--- src/rtl/score_keeper.sv ---
// score_keeper: per-frame score/bomb bookkeeping for the shooter game
//   clk_vga              pixel clock, all state on rising edge
//   rst                  asynchronous active-high reset
//   game_status_i        PRERUN / RUN / OVER game phase
//   frame_start_i        one-cycle pulse at the first cycle of each frame
//   crash_enemy_bullet_i per-pixel bullet/enemy overlap
//   crash_me_bonus_i     per-pixel plane/bonus overlap
//   bomb_use_i           one-cycle bomb request
//   score_bcd_o          current score, 4 BCD digits
//   high_score_bcd_o     best score since reset, 4 BCD digits
//   bomb_cnt_o           bomb stock
//   bomb_o               one-cycle pulse when a bomb fires
//   enemy_hit_o          one-cycle pulse per frame with any enemy hit
module score_keeper #(
  parameter int SCORE_INC = 1,
  parameter int BOMB_MAX = 3,
  parameter int BOMB_INIT = 1,
  parameter int GAME_STATUS_BIT_LEN = 2,
  parameter logic [GAME_STATUS_BIT_LEN-1:0] PRERUN = 0,
  parameter logic [GAME_STATUS_BIT_LEN-1:0] RUN = 1,
  parameter logic [GAME_STATUS_BIT_LEN-1:0] OVER = 2
) (
  input  logic                           clk_vga,
  input  logic                           rst,
  input  logic [GAME_STATUS_BIT_LEN-1:0] game_status_i,
  input  logic                           frame_start_i,
  input  logic                           crash_enemy_bullet_i,
  input  logic                           crash_me_bonus_i,
  input  logic                           bomb_use_i,
  output logic [15:0]                    score_bcd_o,
  output logic [15:0]                    high_score_bcd_o,
  output logic [1:0]                     bomb_cnt_o,
  output logic                           bomb_o,
  output logic                           enemy_hit_o
);
  typedef enum logic [1:0] {IDLE, PLAY, DONE} state_t;
  state_t state, state_nx;
  logic hit_flag, bonus_flag, hit_nx, bonus_nx;
  logic stay, start, commit, fire;
  logic [16:0] sum;
  logic [15:0] score_nx, high_nx;
  logic [1:0] stock_up, bomb_nx;
  // Digit-serial BCD add; bit 16 is the carry out of the thousands digit.
  function automatic logic [16:0] bcd_add(input logic [15:0] a, input logic [3:0] inc);
    logic [4:0] d;
    logic c;
    logic [15:0] r;
    c = 1'b0;
    r = a;
    for (int i = 0; i < 4; i++) begin
      d = {1'b0, a[4*i +: 4]} + {4'd0, c} + (i == 0 ? {1'b0, inc} : 5'd0);
      c = d > 5'd9;
      r[4*i +: 4] = c ? 4'(d - 5'd10) : d[3:0];
    end
    return {c, r};
  endfunction
  always_ff @(posedge clk_vga or posedge rst)
    if (rst) state <= IDLE;
    else state <= state_nx;
  always_comb begin
    state_nx = game_status_i == PRERUN ? IDLE :
               (state == IDLE && game_status_i == RUN) ? PLAY :
               (state == PLAY && game_status_i == OVER) ? DONE : state;
    // Flags and commits live only while PLAY persists, so the game-ending
    // cycle never commits and pending flags are dropped.
    stay = state == PLAY && state_nx == PLAY;
    start = state == IDLE && state_nx == PLAY;
    commit = stay && frame_start_i;
    fire = stay && bomb_use_i && bomb_cnt_o != 2'd0;
    sum = bcd_add(score_bcd_o, 4'(SCORE_INC));
    // A crash on the frame_start cycle seeds the new frame's flag.
    hit_nx = stay && ((hit_flag && !frame_start_i) || crash_enemy_bullet_i);
    bonus_nx = stay && ((bonus_flag && !frame_start_i) || crash_me_bonus_i);
    score_nx = start ? 16'h0000 : (commit && hit_flag) ? (sum[16] ? 16'h9999 : sum[15:0]) : score_bcd_o;
    stock_up = (commit && bonus_flag && bomb_cnt_o != 2'(BOMB_MAX)) ? bomb_cnt_o + 2'd1 : bomb_cnt_o;
    bomb_nx = start ? 2'(BOMB_INIT) : stock_up - {1'b0, fire};
    // Packed BCD orders the same as binary, so a plain compare suffices.
    high_nx = (state == PLAY && state_nx == DONE && score_bcd_o > high_score_bcd_o) ? score_bcd_o : high_score_bcd_o;
  end
  always_ff @(posedge clk_vga or posedge rst)
    if (rst) begin
      hit_flag <= 1'b0;
      bonus_flag <= 1'b0;
      score_bcd_o <= 16'h0000;
      high_score_bcd_o <= 16'h0000;
      bomb_cnt_o <= 2'd0;
      bomb_o <= 1'b0;
      enemy_hit_o <= 1'b0;
    end else begin
      hit_flag <= hit_nx;
      bonus_flag <= bonus_nx;
      score_bcd_o <= score_nx;
      high_score_bcd_o <= high_nx;
      bomb_cnt_o <= bomb_nx;
      bomb_o <= fire;
      enemy_hit_o <= commit && hit_flag;
    end
endmodule
--- config.mk ---
export PLATFORM = sky130hd
export DESIGN_NAME = score_keeper
export DESIGN_NICKNAME = d
export VERILOG_FILES = /design/src/rtl/score_keeper.sv
export SDC_FILE = /design/constraint.sdc
export NUM_CORES = 1
export LEC_CHECK = 0
export CAP_MARGIN = 10
export CORE_MARGIN = 2
export CORE_UTILIZATION = 54
export CTS_CLUSTER_SIZE = 40
export DETAILED_ROUTE_END_ITERATION = 12
export PLACE_DENSITY = 0.84
export SLEW_MARGIN = 25
export SYNTH_ARGS = -nofsm -noshare
export SYNTH_HDL_FRONTEND = slang
export SYNTH_SLANG_ARGS = --single-unit
--- constraint.sdc ---
create_clock -name clk_vga -period 6.3 [get_ports clk_vga]
set_clock_uncertainty 0.1 [all_clocks]
set_input_delay 1.89 -clock clk_vga [delete_from_list [all_inputs] [get_ports clk_vga]]
set_output_delay 1.89 -clock clk_vga [all_outputs]
set_load 0.03 [all_outputs]
# [Word level (Yosys, flattened, before mapping)]
# Index checks and enable logic that the tools add are counted.
[classes] addsub=9 n_eq_ne=6 order_cmp=5 n_mul=0 reduce_logical=23 n_bitwise=0 mux=11 n_div=0 shift=0
[op_table] op="$mux W16" count=3
[op_table] op="$gt A5 B4 Y1 const B" count=4
[op_table] op="$gt A16 B16 Y1" count=1
[op_table] op="$logic_and A1 B1 Y1" count=16
[op_table] op="$add A4 B1 Y5" count=3
[op_table] op="$mux W4" count=3
[op_table] op="$sub A4 B4 Y4 const B" count=3
[op_table] op="$mux W2" count=5
[op_table] op="$eq A2 B1 Y1 const B" count=3
[op_table] op="$add A4 B1 Y5 const B" count=1
[op_table] op="$eq A2 B2 Y1 const B" count=2
[op_table] op="$logic_not A2 Y1" count=2
[op_table] op="$reduce_bool A2 Y1" count=2
[op_table] op="$add A2 B1 Y2 const B" count=1
[op_table] op="$logic_or A1 B1 Y1" count=2
[op_table] op="$ne A2 B2 Y1 const B" count=1
[op_table] op="$sub A2 B1 Y2" count=1
[op_table] op="$logic_not A1 Y1" count=1
[totals] mem_bits_ro=0 n_memories=0 output_inout_bits=36 ramBits=0 reg_bits=40 latchBits=0

# [Depth between registers and ports, before layout]
# Gate-level depths: netlist (run 1).
[depth] word_depth=13 ltp_mapped=25

# [Worst setup path after synthesis (run 1)]
# No wires, ideal clock.
[synth_timing] kind="register to register" from="register score_bcd_o[0]" to="register score_bcd_o[10]" arrival_ns=5.880 n_path_buf=1 path_stages_with_launch=26 t_required_ns=6.133 slack_ns=0.254 cell_sequence="dfrtp_1 -> inv_1 -> ha_1 -> inv_1 -> ha_1 -> nor3b_1 -> o311ai_0 -> nand3_1 -> ha_1 -> ha_1 -> o21ai_0 -> or2_2 -> a2bb2oi_1 -> ha_1 -> ha_1 -> o21ai_0 -> or2_2 -> a2bb2oi_1 -> ha_1 -> ha_1 -> inv_1 -> a21oi_1 -> o221a_2 -> clkbuf_1 -> nor2_1 -> a22o_1"
[synth_via] elab_chain_cells=11 word_cells_on_any_way=13
[synth_rtl] element="start: declaration" line="30" rtl="output logic [15:0] score_bcd_o,"
[synth_rtl] element="start signal: assignment" line="92" rtl="score_bcd_o <= score_nx;"
[synth_rtl] element="$add A4 B1 Y5 *" line="51" rtl="d = {1'b0, a[4*i +: 4]} + {4'd0, c} + (i == 0 ? {1'b0, inc} : 5'd0);"
[synth_rtl] element="$gt A5 B4 Y1 *" line="52" rtl="c = d > 5'd9;"
[synth_rtl] element="$add A4 B1 Y5 *" line="51"
[synth_rtl] element="$gt A5 B4 Y1 *" line="52"
[synth_rtl] element="$add A4 B1 Y5 *" line="51"
[synth_rtl] element="$gt A5 B4 Y1" line="52"
[synth_rtl] element="$add A4 B1 Y5" line="51"
[synth_rtl] element="$gt A5 B4 Y1" line="52"
[synth_rtl] element="$mux W16 * (3 in a row)" line="74" rtl="score_nx = start ? 16'h0000 : (commit && hit_flag) ? (sum[16] ? 16'h9999 : sum[15:0]) : score_bcd_o;"
# Every way passes the cells marked *; elsewhere a longest branch is shown, timed or not. The select of a mux whose other input is x is not followed.
# A chain may end at the register's enable or synchronous reset.

# [Worst setup path after layout (run 1)]
[layout_timing] from="register score_bcd_o[0]" to="register score_bcd_o[6]"
[layout_via] elab_chain_cells=11 word_cells_on_any_way=13
[layout_rtl] element="$add A4 B1 Y5 *" line="51"
[layout_rtl] element="$gt A5 B4 Y1 *" line="52"
[layout_rtl] element="$add A4 B1 Y5 *" line="51"
[layout_rtl] element="$gt A5 B4 Y1" line="52"
[layout_rtl] element="$add A4 B1 Y5" line="51"
[layout_rtl] element="$gt A5 B4 Y1" line="52"
[layout_rtl] element="$add A4 B1 Y5" line="51"
[layout_rtl] element="$gt A5 B4 Y1" line="52"
[layout_rtl] element="$mux W16 * (3 in a row)" line="74"
# Marks and branches as above.

==> qor.yml, run 1 <==
status: "finished clean"
slew_headroom_pct: 48.3
final-setup-viol-count: 0
routed_wl_mm: 5.76
synthCells: 270
via_per_inst: 5.57
critPathMaxFanout: 9
ioPinCount: 44
hold_violations: 0
grt_pass1_vias: 2017
hp-class: "reg -> reg"
die_h_um: 74.2
clockRootBuffer: "clkbuf_8"
finalMaxSlewViolations: 0
dr.first_iter.drc_count: 140
power_density_mw_per_mm2: 190
synth_most_common_cell: "dfrtp_1"
hold_buffers: 0
die_w_um: 74.2
n_fill_cell: 395
io_buffer_count: 43
grt_pass1_wl_mm: 9.68
grt_max_degree: 41
drc: 0
synth_seq_area_share_pct: 37.6
track_usage_pct: 23.1
firstDrtPassIters: 4
syn_to_final_growth_pct: 22.2
clk_pin_slew_ns: 0.08
clk_latency_ns: 0.30
synth_area_leaders: "dfrtp_1 (38%), ha_1 (14%), mux2_4 (4.5%)"
syn_area_mm2: 0.00266
antenna_left: 0
stdcell_area_mm2: 0.00326
cts_tree: "done"
drive_gt1_share_pct: 11.7
antennaDiodeCount: 0
min_period_over_period_pct: 92.4
maxCapViolations: 0
vias: 2126
async_flop_share_pct: 100
rsz0062_at_grt: "no"
grt_overflow: 0
ys_ff_latch: 40
synth.distinct_cells: 45
critPathKind: "reg -> reg"
dpl_cell_area_mm2: 0.00316
cts_buffers: 5
final_nets: 352
synthTopCellsByCount: "dfrtp_1 (40), ha_1 (30), inv_1 (28)"
synthesis.nets: 308
fin_crit_ns: 5.82
cts.path.max_buffers: 2
gp_congestion: 0.937
start_util_pct: 56.0
core-area_mm2: 0.00475
synth_ff_type: "dfrtp_1"
fmax_ghz: 0.172
tightest_slew_ns: 0.775
critPathCaptureType: "flip-flop"
final.setup.tns_ns: 0
die_area_mm2: 0.00551
wl_per_cell_um: 15.1
yosysWarnings: 0
crit_required_ns: 6.44
dpl.hpwl_mm: 4.21
antenna_found_initial: 0
synth_top_area_cell: "dfrtp_1"
whs_ns: 0.423
clock_sink_count: 40
start_kind: "flip-flop"
irDropWorstVdd_uv: 104
synth_top_area_share_pct: 37.6
htree_levels: 2
rows: 25
critPathArrivalTime_ns: 5.96
p_leak_nw: 1.43
synth_edf_count: 0
avgSynthCellArea_um2: 9.87
-- report_power, final --
part | internal [mW] | switching, mW | total, mW
registers | 0.274 | 0.0160 | 0.290
logic | 0.0613 | 0.0830 | 0.144
clock network | 0.0895 | 0.0938 | 0.183
-- state kept, by name, indices dropped and copies added (netlist names) --
name,flops
score_bcd_o,16
bomb_cnt_o,2
high_score_bcd_o,16
enemy_hit_o,1
state,2
bomb_o,1
bonus_flag,1
hit_flag,1
-- worst max-delay path, stage by stage, from the launching register on --
cell	delay [ns]
dfrtp_2	0.46
inv_1	0.09
ha_1	0.34
inv_1	0.09
ha_1	0.19
nor3b_1	0.13
o311ai_1	0.33
nand3_1	0.20
ha_1	0.24
ha_1	0.34
o21ai_0	0.09
or2_2	0.30
a2bb2oi_2	0.25
ha_1	0.22
ha_1	0.28
o21ai_0	0.10
or2_2	0.28
a2bb2oi_1	0.20
ha_1	0.23
ha_1	0.26
inv_1	0.06
a21oi_1	0.06
o221a_2	0.33
o41ai_1	0.40
a22o_1	0.19
-- cell families (layout without fill, tap and decap cells) --
family	count (synthesis)	count (layout)	synth area share [%]
AOI/OAI and AO/OA	57	57	15.1
xor gates and xnor gates	12	12	3.95
adders and majority gates	30	30	14.1
buffers and inverters	37	82	5.50
DFF	40	40	37.6
muxes	20	20	9.30
and+or+nand+nor	74	74	14.5
-- placed cells by master (no fill, tap or decap), types with 2 or more instances in the layout --
cell type	netlist	routed
a21oi_1	18	18
a221o_1	2	2
a22o_1	7	7
a311oi_1	2	2
buf_4	0	2
clkbuf_1	7	2
clkbuf_8	0	6
clkdlybuf4s50_1	0	43
dfrtp_1	40	39
ha_1	30	30
inv_1	28	28
mux2_2	6	6
mux2_4	8	8
mux2i_1	6	6
nand2_1	15	15
nand2b_1	7	7
nand3_1	8	8
nand3b_1	2	2
nand4_1	2	2
nor2_1	19	18
nor2b_1	3	3
nor3_1	7	7
nor3b_1	2	2
o21ai_0	13	13
o41ai_1	2	2
or2_2	3	3
xnor2_1	9	9
xor2_1	3	3
-- layer usage --
metal / global-route usage, % / up-vias / share of wire [%]
met2: 36.2 / 41 / 46
met1: 31.1 / 1027 / 48
met5: 0 / - / 0
met4: 9.92 / 0 / 2.7
met3: 5.01 / 14 / 3.3
li1: - / 1044 / -
-- final cells by class --
| cell class | count | area, µm² | area share [%] |
|---|---|---|---|
| clock buffer | 8 | 90.1 | 2.77 |
| tap | 67 | 83.8 | 2.57 |
| multi-input combinational | 193 | 1530 | 46.8 |
| sequential | 40 | 1000 | 30.8 |
| inverter | 29 | 109 | 3.34 |
| timing repair buffer | 45 | 445 | 13.7 |
-- timing repair --
| action | CTS | global route |
|---|---|---|
| endpoints found under the setup margin | 3 | 14 |
| resized for setup | 1 | 3 |
| buffers inserted | 0 | 0 |
-- metrics by stage --
step | total power [mW] | util, % | cells | setup slack [ns]
floorplan | 0.385 | - | 270 | 0.254
global placement | 0.436 | 66.4 | 374 | 0.313
detailed placement | 0.439 | 66.4 | 374 | 0.0340
CTS | 0.620 | 68.3 | 382 | 0.156
global route | 0.647 | 68.5 | 382 | 0.0623
finish | 0.617 | 68.5 | 382 | 0.480
-- final timing paths --
check                                           end  slack [ns]      startpoint  cells after the start
worst max-delay path                 score_bcd_o[6]        0.48  score_bcd_o[0]                     24
worst min-delay path                     bonus_flag        0.42      bonus_flag                      2
max in group asynchronous            score_bcd_o[0]        3.78             rst                      3
worst min register to register           bonus_flag        0.42      bonus_flag                      2
worst max register to register       score_bcd_o[6]        0.48  score_bcd_o[0]                     24
min in group asynchronous       high_score_bcd_o[3]        1.92             rst                      3
(Power assumes the default switching activity.)
==> run 2: changes to the inputs <==
--- a/config.mk
+++ b/config.mk
@@ -6,11 +6,12 @@
 export NUM_CORES = 1
 export LEC_CHECK = 0
 export CAP_MARGIN = 10
-export CORE_MARGIN = 2
-export CORE_UTILIZATION = 54
+export CELL_PAD_IN_SITES_DETAIL_PLACEMENT = 0
+export CELL_PAD_IN_SITES_GLOBAL_PLACEMENT = 1
+export CORE_UTILIZATION = 41
 export CTS_CLUSTER_SIZE = 40
 export DETAILED_ROUTE_END_ITERATION = 12
-export PLACE_DENSITY = 0.84
+export PLACE_DENSITY = 0.83
 export SLEW_MARGIN = 25
 export SYNTH_ARGS = -nofsm -noshare
 export SYNTH_HDL_FRONTEND = slang
==> run 2 against run 1 <==
Maximum frequency hardly changed. Non-clock buffer count increased by 2. Die area is 24% higher. Critical path depth rose by 1. Register-to-register slack hardly changed. Sequential cell count unchanged. Total power increased by 1.3%. Core utilization fell by 16 points. Via count increased by 1.6%. Sequential power hardly changed. Clock power is 6% higher. Cell count is 2.9% higher. Critical endpoint is now score_bcd_o[13]. Largest power group unchanged. Highest routed layer unchanged.
==> qor.yml, run 2 (synthesized netlist as in run 1, its figures left out) <==
power_density_mw_per_mm2: 190
r2r_cells: 25
cts_tree: "done"
status: "finished clean"
clockRootBuffer: "clkbuf_8"
irDropWorstVdd_uv: 124
p_leak_nw: 1.45
die_h_um: 82.6
cts_buffers: 5
antenna_left: 0
cp_slowest_stage_delay_ns: 0.45
highest_layer: "met4"
syn_to_final_growth_pct: 23.4
slew_headroom_pct: 45.7
met3_length_um: 236
clk_latency_ns: 0.30
crit_required_ns: 6.39
r2r_end: "score_bcd_o[13]"
antenna_found_initial: 0
critPathMaxFanout: 9
final-setup-viol-count: 0
cts_setup_buffers: 0
final_nets: 354
io_buffer_count: 43
tightest_slew_ns: 0.815
grt_max_degree: 41
clk_pin_slew_ns: 0.08
rr_startpoint: "score_bcd_o[0]"
vias: 2161
critical_path.slowest_cell: "dfrtp_2"
drt-met1-wl_mm: 2.86
dpl.hpwl_mm: 4.34
antennaDiodeCount: 0
hold_violations: 0
firstDrtPassIters: 4
drive_gt1_share_pct: 12.3
routed_wl_mm: 6.01
layout_commonest_cell: "clkdlybuf4s50_1"
r2r_slack_ns: 0.49
start_util_pct: 42.2
via_per_inst: 5.50
drc: 0
die_w_um: 82.6
critPathArrivalTime_ns: 5.90
maxCapViolations: 0
final_cell_mix: "clkdlybuf4s50_1 (43), dfrtp_1 (39), ha_1 (30)"
grt_pass1_vias: 2001
finalMaxSlewViolations: 0
dr.first_iter.drc_count: 132
fin_ws_ns: 0.486
critPathCaptureType: "flip-flop"
gp_congestion: 0.856
min_period_over_period_pct: 92.3
critPathKind: "reg -> reg"
grt_overflow: 0
fin_crit_ns: 5.81
rows: 29
ioPinCount: 44
core-area_mm2: 0.00631
pre_cts_slack_ns: 0.240
fmax_ghz: 0.172
p_total_mw: 0.625
htree_levels: 2
wl_met2_mm: 2.81
worst_setup_path_endpoint: "score_bcd_o[13]"
whs_ns: 0.423
wl_per_cell_um: 15.3
utilization_pct: 52.1
final.setup.tns_ns: 0
start_kind: "flip-flop"
cts.path.max_buffers: 2
grt_pass1_wl_mm: 9.71
reg_top3: "high_score_bcd_o (16), score_bcd_o (16)"
die_area_mm2: 0.00682
clock_sink_count: 40
crit_path_frequent_cell: "ha_1"
critPathLaunch: "score_bcd_o[0]"
track_usage_pct: 19.1
hp-class: "reg -> reg"
rsz0062_at_grt: "no"
run 2: changes by cell type in the layout (fill, tap and decap cells not counted):
cell	previous run	this run
clkbuf_8	6	7
clkbuf_1	2	0
o311ai_0	0	1
buf_4	2	4
nor2_1	18	19
nor2_2	1	0
o311ai_1	1	0
run 2: worst min path at each step:
stage               startpoint  slack [ns]  cells past startpoint         end
floorplan           bonus_flag        0.37                      2  bonus_flag
global placement    bonus_flag        0.39                      2  bonus_flag
detailed placement  bonus_flag        0.40                      2  bonus_flag
CTS                 bonus_flag        0.42                      2  bonus_flag
global route        bonus_flag        0.43                      2  bonus_flag
finish              bonus_flag        0.42                      2  bonus_flag
run 2: where the power goes:
part	switching [mW]	internal, mW
Clock	0.0958	0.0977
Combinational	0.0806	0.0610
Sequential	0.0164	0.274
run 2: area by class of cell:
cell class,count,area (µm²)
tap,77,96.3
clock buffer,7,96.3
sequential,40,1000
timing repair buffer,47,460
multi-input combinational,193,1520
fill,610,3030
inverter,29,109
run 2: routing by layer:
metal | track usage, % | vias to the layer above
met5 | 0 | -
met4 | 6.38 | 0
met3 | 3.85 | 11
met2 | 30.7 | 51
met1 | 25.5 | 1056
li1 | - | 1043
run 2: repair_timing:
action	4_1_cts	5_1_grt
endpoints found under the setup margin	0	11
hold buffers	0	0
gates resized for setup	0	2
run 2: through the flow:
stage / instances / area [µm²]
after floorplan: 270 / 2660
after global placement: 386 / 3180
after detailed placement: 386 / 3180
after CTS: 393 / 3280
after global routing: 393 / 3290
final: 393 / 3290
run 2: critical path, delay by kind of cell, from the launching register on:
kind	cells	cell delay, ns
adder cells (fa/ha/maj)	8	2.07
AO/OA/AOI/OAI	8	1.67
AND/OR/NAND/NOR	6	1.08
flip-flops	1	0.45
buffers and inverters	3	0.35
==> variant 1: new RTL, flow settings as in run 1 <==
The parameter `GAME_STATUS_BIT_LEN` goes from 2 to 4.
--- a/src/rtl/score_keeper.sv
+++ b/src/rtl/score_keeper.sv
@@ -16,5 +16,5 @@
   parameter int BOMB_MAX = 3,
   parameter int BOMB_INIT = 1,
-  parameter int GAME_STATUS_BIT_LEN = 2,
+  parameter int GAME_STATUS_BIT_LEN = 4,
   parameter logic [GAME_STATUS_BIT_LEN-1:0] PRERUN = 0,
   parameter logic [GAME_STATUS_BIT_LEN-1:0] RUN = 1,
Interface: changed (resized game_status_i); port bits go from 44 to 46. No check against the original RTL was run, so the function may have changed too.
==> variant 1 against run 1 <==
Cell area up 3.8%. Cell count rose by 7.6%. Wire length rose by 9.8%. Sequential cell count did not move. Synthesized cell count is 11% higher. Synthesized area rose by 3.7%. Via count is 9.8% higher. Non-clock buffer count is 1 higher. Worst setup slack got worse by 31 ps. Hold slack improved by 1.6 ps.
Power is not compared: it rests on default switching activity, and its combinational part moved more than twofold at a synthesized area within 25%.
==> variant 1: results <==
worst_setup_path:
  cp.arrival_ps: 5920
  slowest_delay_ps: 480
  crit_family: "compound AO/OA/AOI/OAI gates"
  slowest_stage: "dfrtp_2"
  critPathMaxFanout: 10
global_route:
  grt_antenna_before_repair: 0
  grt_pass1_wl_um: 9830
  grt_max_degree: 41
  grt_pass1_vias: 2146
  grt.total_usage_pct: 22.9
route:
  wl_per_cell_um: 15.4
  drtIter0Drc: 168
  dr.pass1.iters: 4
  via_per_inst: 5.68
placement:
  io_buffers: 45
  hpwlAfterDp_um: 4430
  place_ws_ps: 392
  gp_congestion: 0.964
synthesis:
  synthDistinctLibCells: 46
  syn_nets: 339
  ys_async_sr_fraction_pct: 100
  yosysWarnings: 0
  synth_top_cells_by_count: "dfrtp_1 (40), inv_1 (32), ha_1 (30), a21oi_1 (29)"
  synth.yosys.seq_area_share_pct: 36.2
  synth_area_leaders: "dfrtp_1 (36%), ha_1 (14%), a21oi_1 (5.3%), inv_1 (4.3%), o21ai_0 (3.8%)"
power_and_ir_drop:
  switching_share_pct: 42.0
  ir_drop_v: 0.000165
  p_leak_uw: 0.00147
cells_and_area:
  drive_gt1_share_pct: 8.50
  largestRegisters: "high_score_bcd_o: 16 flops, score_bcd_o: 16 flops"
  layout.nets: 380
  fill_cells: 396
  diodes: 0
clocking:
  cts_buffer_depth: 2
  clk_pin_slew_worst_paths_ps: 80
  cts_buffers: 5
  clockRootBuffer: "clkbuf_8"
  cts_max_level: 2
  clk_latency_ps: 300
timing:
  maxSlewHeadroom_pct: 49.9
run_status:
  status: "finished clean"
hold_path:
  hold_class: "reg -> reg"
[variant 1: cell types whose count changed after synthesis, sizes merged, moves of 4 or more]
cell           run 1  this run
a21oi             18        29
o21ai             13        21
nand2             15        21
a21o               1         6
nand2b             7         2
inv               28        32
[variant 1: worst reg2reg max path, stage by stage, from the launching register on]
cell and delay (ps):
dfrtp_2 480, ha_1 350, xnor2_1 170, ha_1 190, nand2b_1 60, a21o_1 200
a21oi_1 90, o211a_1 240, ha_1 230, ha_1 380, inv_1 120, a21oi_1 140
nand2_1 60, a22oi_1 260, ha_1 280, ha_1 230, inv_1 120, a21oi_1 180
nand2_1 90, a22oi_2 230, ha_1 270, ha_1 270, o21a_1 180, o221a_2 290
a2111oi_0 380, o21ai_0 130
[variant 1: cell families after synthesis]
| kind of cell | count (synthesis) | synth area share (%) |
|---|---|---|
| AOI/OAI and AO/OA | 82 | 18.9 |
| and+or+nand+nor | 73 | 13.4 |
| buffers and inverters | 45 | 6.75 |
| DFF | 40 | 36.2 |
| adders and majority gates | 30 | 13.6 |
| muxes | 17 | 7.34 |
| xor gates and xnor gates | 12 | 3.81 |
[variant 1: final timing paths]
check,slack (ps),to,start,depth (start not counted)
max,450,score_bcd_o[3]$_DFFE_PP0P_,score_bcd_o[0]$_DFFE_PP0P_,25
min,420,bonus_flag$_DFF_PP0_,bonus_flag$_DFF_PP0_,2
max reg2reg,450,score_bcd_o[3]$_DFFE_PP0P_,score_bcd_o[0]$_DFFE_PP0P_,25
min reg2reg,420,bonus_flag$_DFF_PP0_,bonus_flag$_DFF_PP0_,2
max in group asynchronous,3790,score_bcd_o[0]$_DFFE_PP0P_,rst,3
min in group asynchronous,1930,high_score_bcd_o[15]$_DFFE_PP0P_,rst,3
[variant 1: power groups by stage]
stage                     Clock (uW)  Sequential (uW)  Combinational (uW)
after floorplan                    0              480                 357
after global placement             0              388                 644
after detailed placement           0              392                 650
after CTS                        237              387                 656
after global routing             247              398                 715
final                            234              389                 655
[variant 1: layout make-up]
cell class	count	area [um^2]	share of cell area, %
repair buffers	46	458	13.6
inverters	33	124	3.67
clock buffers	7	96.3	2.85
flip-flops and latches	40	1000	29.7
multi-input cells	214	1580	46.8
clock inverters	1	30.0	0.889
well taps	70	87.6	2.59
[variant 1: repair_timing]
item                                    4_1_cts  5_1_grt
gates resized for setup                       0        3
buffers inserted                              0        0
endpoints found under the setup margin        0       13
[variant 1: stage by stage]
stage,instance area (um^2),std cells
2_1_floorplan,2760,299
3_3_place_gp,3240,403
4_1_cts,3370,411
5_1_grt,3380,411
6_report,3380,411
3_5_place_dp,3240,403
[variant 1: routing by layer]
metal	wire (um)	global-route usage, %	vias up
li1	-	-	1138
met1	2780	29.4	1122
met2	3160	39.3	66
met3	309	4.89	9
met4	68	6.24	0
met5	0	0	-
==> variant 2: new RTL, config.mk and constraints of run 1 <==
Made on the original files. The output `enemy_hit_o` loses its register stage (`enemy_hit_o` becomes a continuous assignment). Comments in the files are not updated.
--- a/src/rtl/score_keeper.sv
+++ b/src/rtl/score_keeper.sv
@@ -86,5 +86,4 @@
       bomb_cnt_o <= 2'd0;
       bomb_o <= 1'b0;
-      enemy_hit_o <= 1'b0;
     end else begin
       hit_flag <= hit_nx;
@@ -94,5 +93,6 @@
       bomb_cnt_o <= bomb_nx;
       bomb_o <= fire;
-      enemy_hit_o <= commit && hit_flag;
     end
+
+  assign enemy_hit_o = commit && hit_flag;
 endmodule
Behaviour: not the same (Yosys sat finds a counterexample within 4 cycles, from zero or initial values and one cycle with rst high).
==> variant 2 against run 1 <==
Die area shrank 0.89%. Sequential cell count shrank 1. Via count grew 1.7%. Worst setup slack lost 18 ps. Hold slack lost 9.8 ps. Total power shrank 3.3%. Count of clock-buffer cells in the layout shrank 3. Global-route usage grew 0.74 points. Wire length grew 1.5%. Cell area shrank 0.12%. Maximum frequency shrank 0.30%. Critical path depth shrank 19. Synthesized cell count shrank 0.37%. Synthesized area shrank 0.94%. Critical path type is now in -> out. Largest cell class unchanged. Highest routed layer unchanged.
==> variant 2: results <==
cells_and_area:
  fill_cells: 362
  buffer_area_share_pct: 14.9
  clock_area_share_pct: 2.58
  nNonClkBuffers: 50
  layout.nets: 356
power_and_ir_drop:
  p_leak_uw: 0.00145
  switching_share_pct: 32.2
  ir_drop_v: 0.000121
  sequentialPower_uw: 284
synthesis:
  synth_top_cells_by_count: "dfrtp_1 (39), ha_1 (30), inv_1 (28), nor2_1 (19), a21oi_1 (18)"
  synth_xor_xnor_area_share_pct: 3.98
  synth_area_leaders: "dfrtp_1 (37%), ha_1 (14%), mux2_4 (4.6%), inv_1 (4.0%), a21oi_1 (3.4%)"
  synth_compound_area_share_pct: 15.2
  syn_nets: 307
  synth.yosys.seq_area_share_pct: 37.0
placement:
  hpwlAfterDp_um: 4270
  place_area_um2: 3170
timing:
  period_needed_ps: 5840
  worst_pin_slew_ps: 759
route:
  routed_wl_um: 5850
  drtIter0Drc: 189
  via_per_inst: 5.60
worst_setup_path:
  r2r_slack_ps: 560
  slowest_stage: "clkdlybuf4s50_1"
  cp.arrival_ps: 3850
  crit_family: "buffers and inverters"
  slowest_delay_ps: 670
  timing.rr.end: "score_bcd_o[13]$_DFFE_PP0P_"
run_status:
  status: "finished clean"
global_route:
  grt_pass1_wl_um: 9950
  grt_max_degree: 40
  grt.total_usage_pct: 23.8
clocking:
  cts_num_sinks: 39
-- variant 2: metrics by stage --
stage               cells  util, %
floorplan             269        -
global placement      378     67.1
detailed placement    378     67.1
CTS                   386     68.8
global route          386     68.8
finish                386     68.8
-- variant 2: worst min-delay path, cell delays in order (launching register included) --
cell	delay, ps
dfrtp_1	350
a21oi_1	60
nor2_1	70
-- variant 2: layer usage --
metal  global-route usage (%)  share of wire, %  vias up  routed length [um]
li1                         -                 -     1053                   -
met1                     32.1                45     1025                2650
met2                     38.0                48       66                2780
met3                     3.70               4.0       19                 233
met4                     10.5               3.1        0                 179
met5                        0                 0        -                   0
-- variant 2: cells by family (layout without fill, tap and decap cells) --
| family | Yosys count | after routing |
|---|---|---|
| buffers and inverters | 37 | 87 |
| muxes | 20 | 20 |
| AOI/OAI and AO/OA | 57 | 57 |
| DFF | 39 | 39 |
| and+or+nand+nor | 74 | 74 |
| xor gates and xnor gates | 12 | 12 |
| adders and majority gates | 30 | 30 |
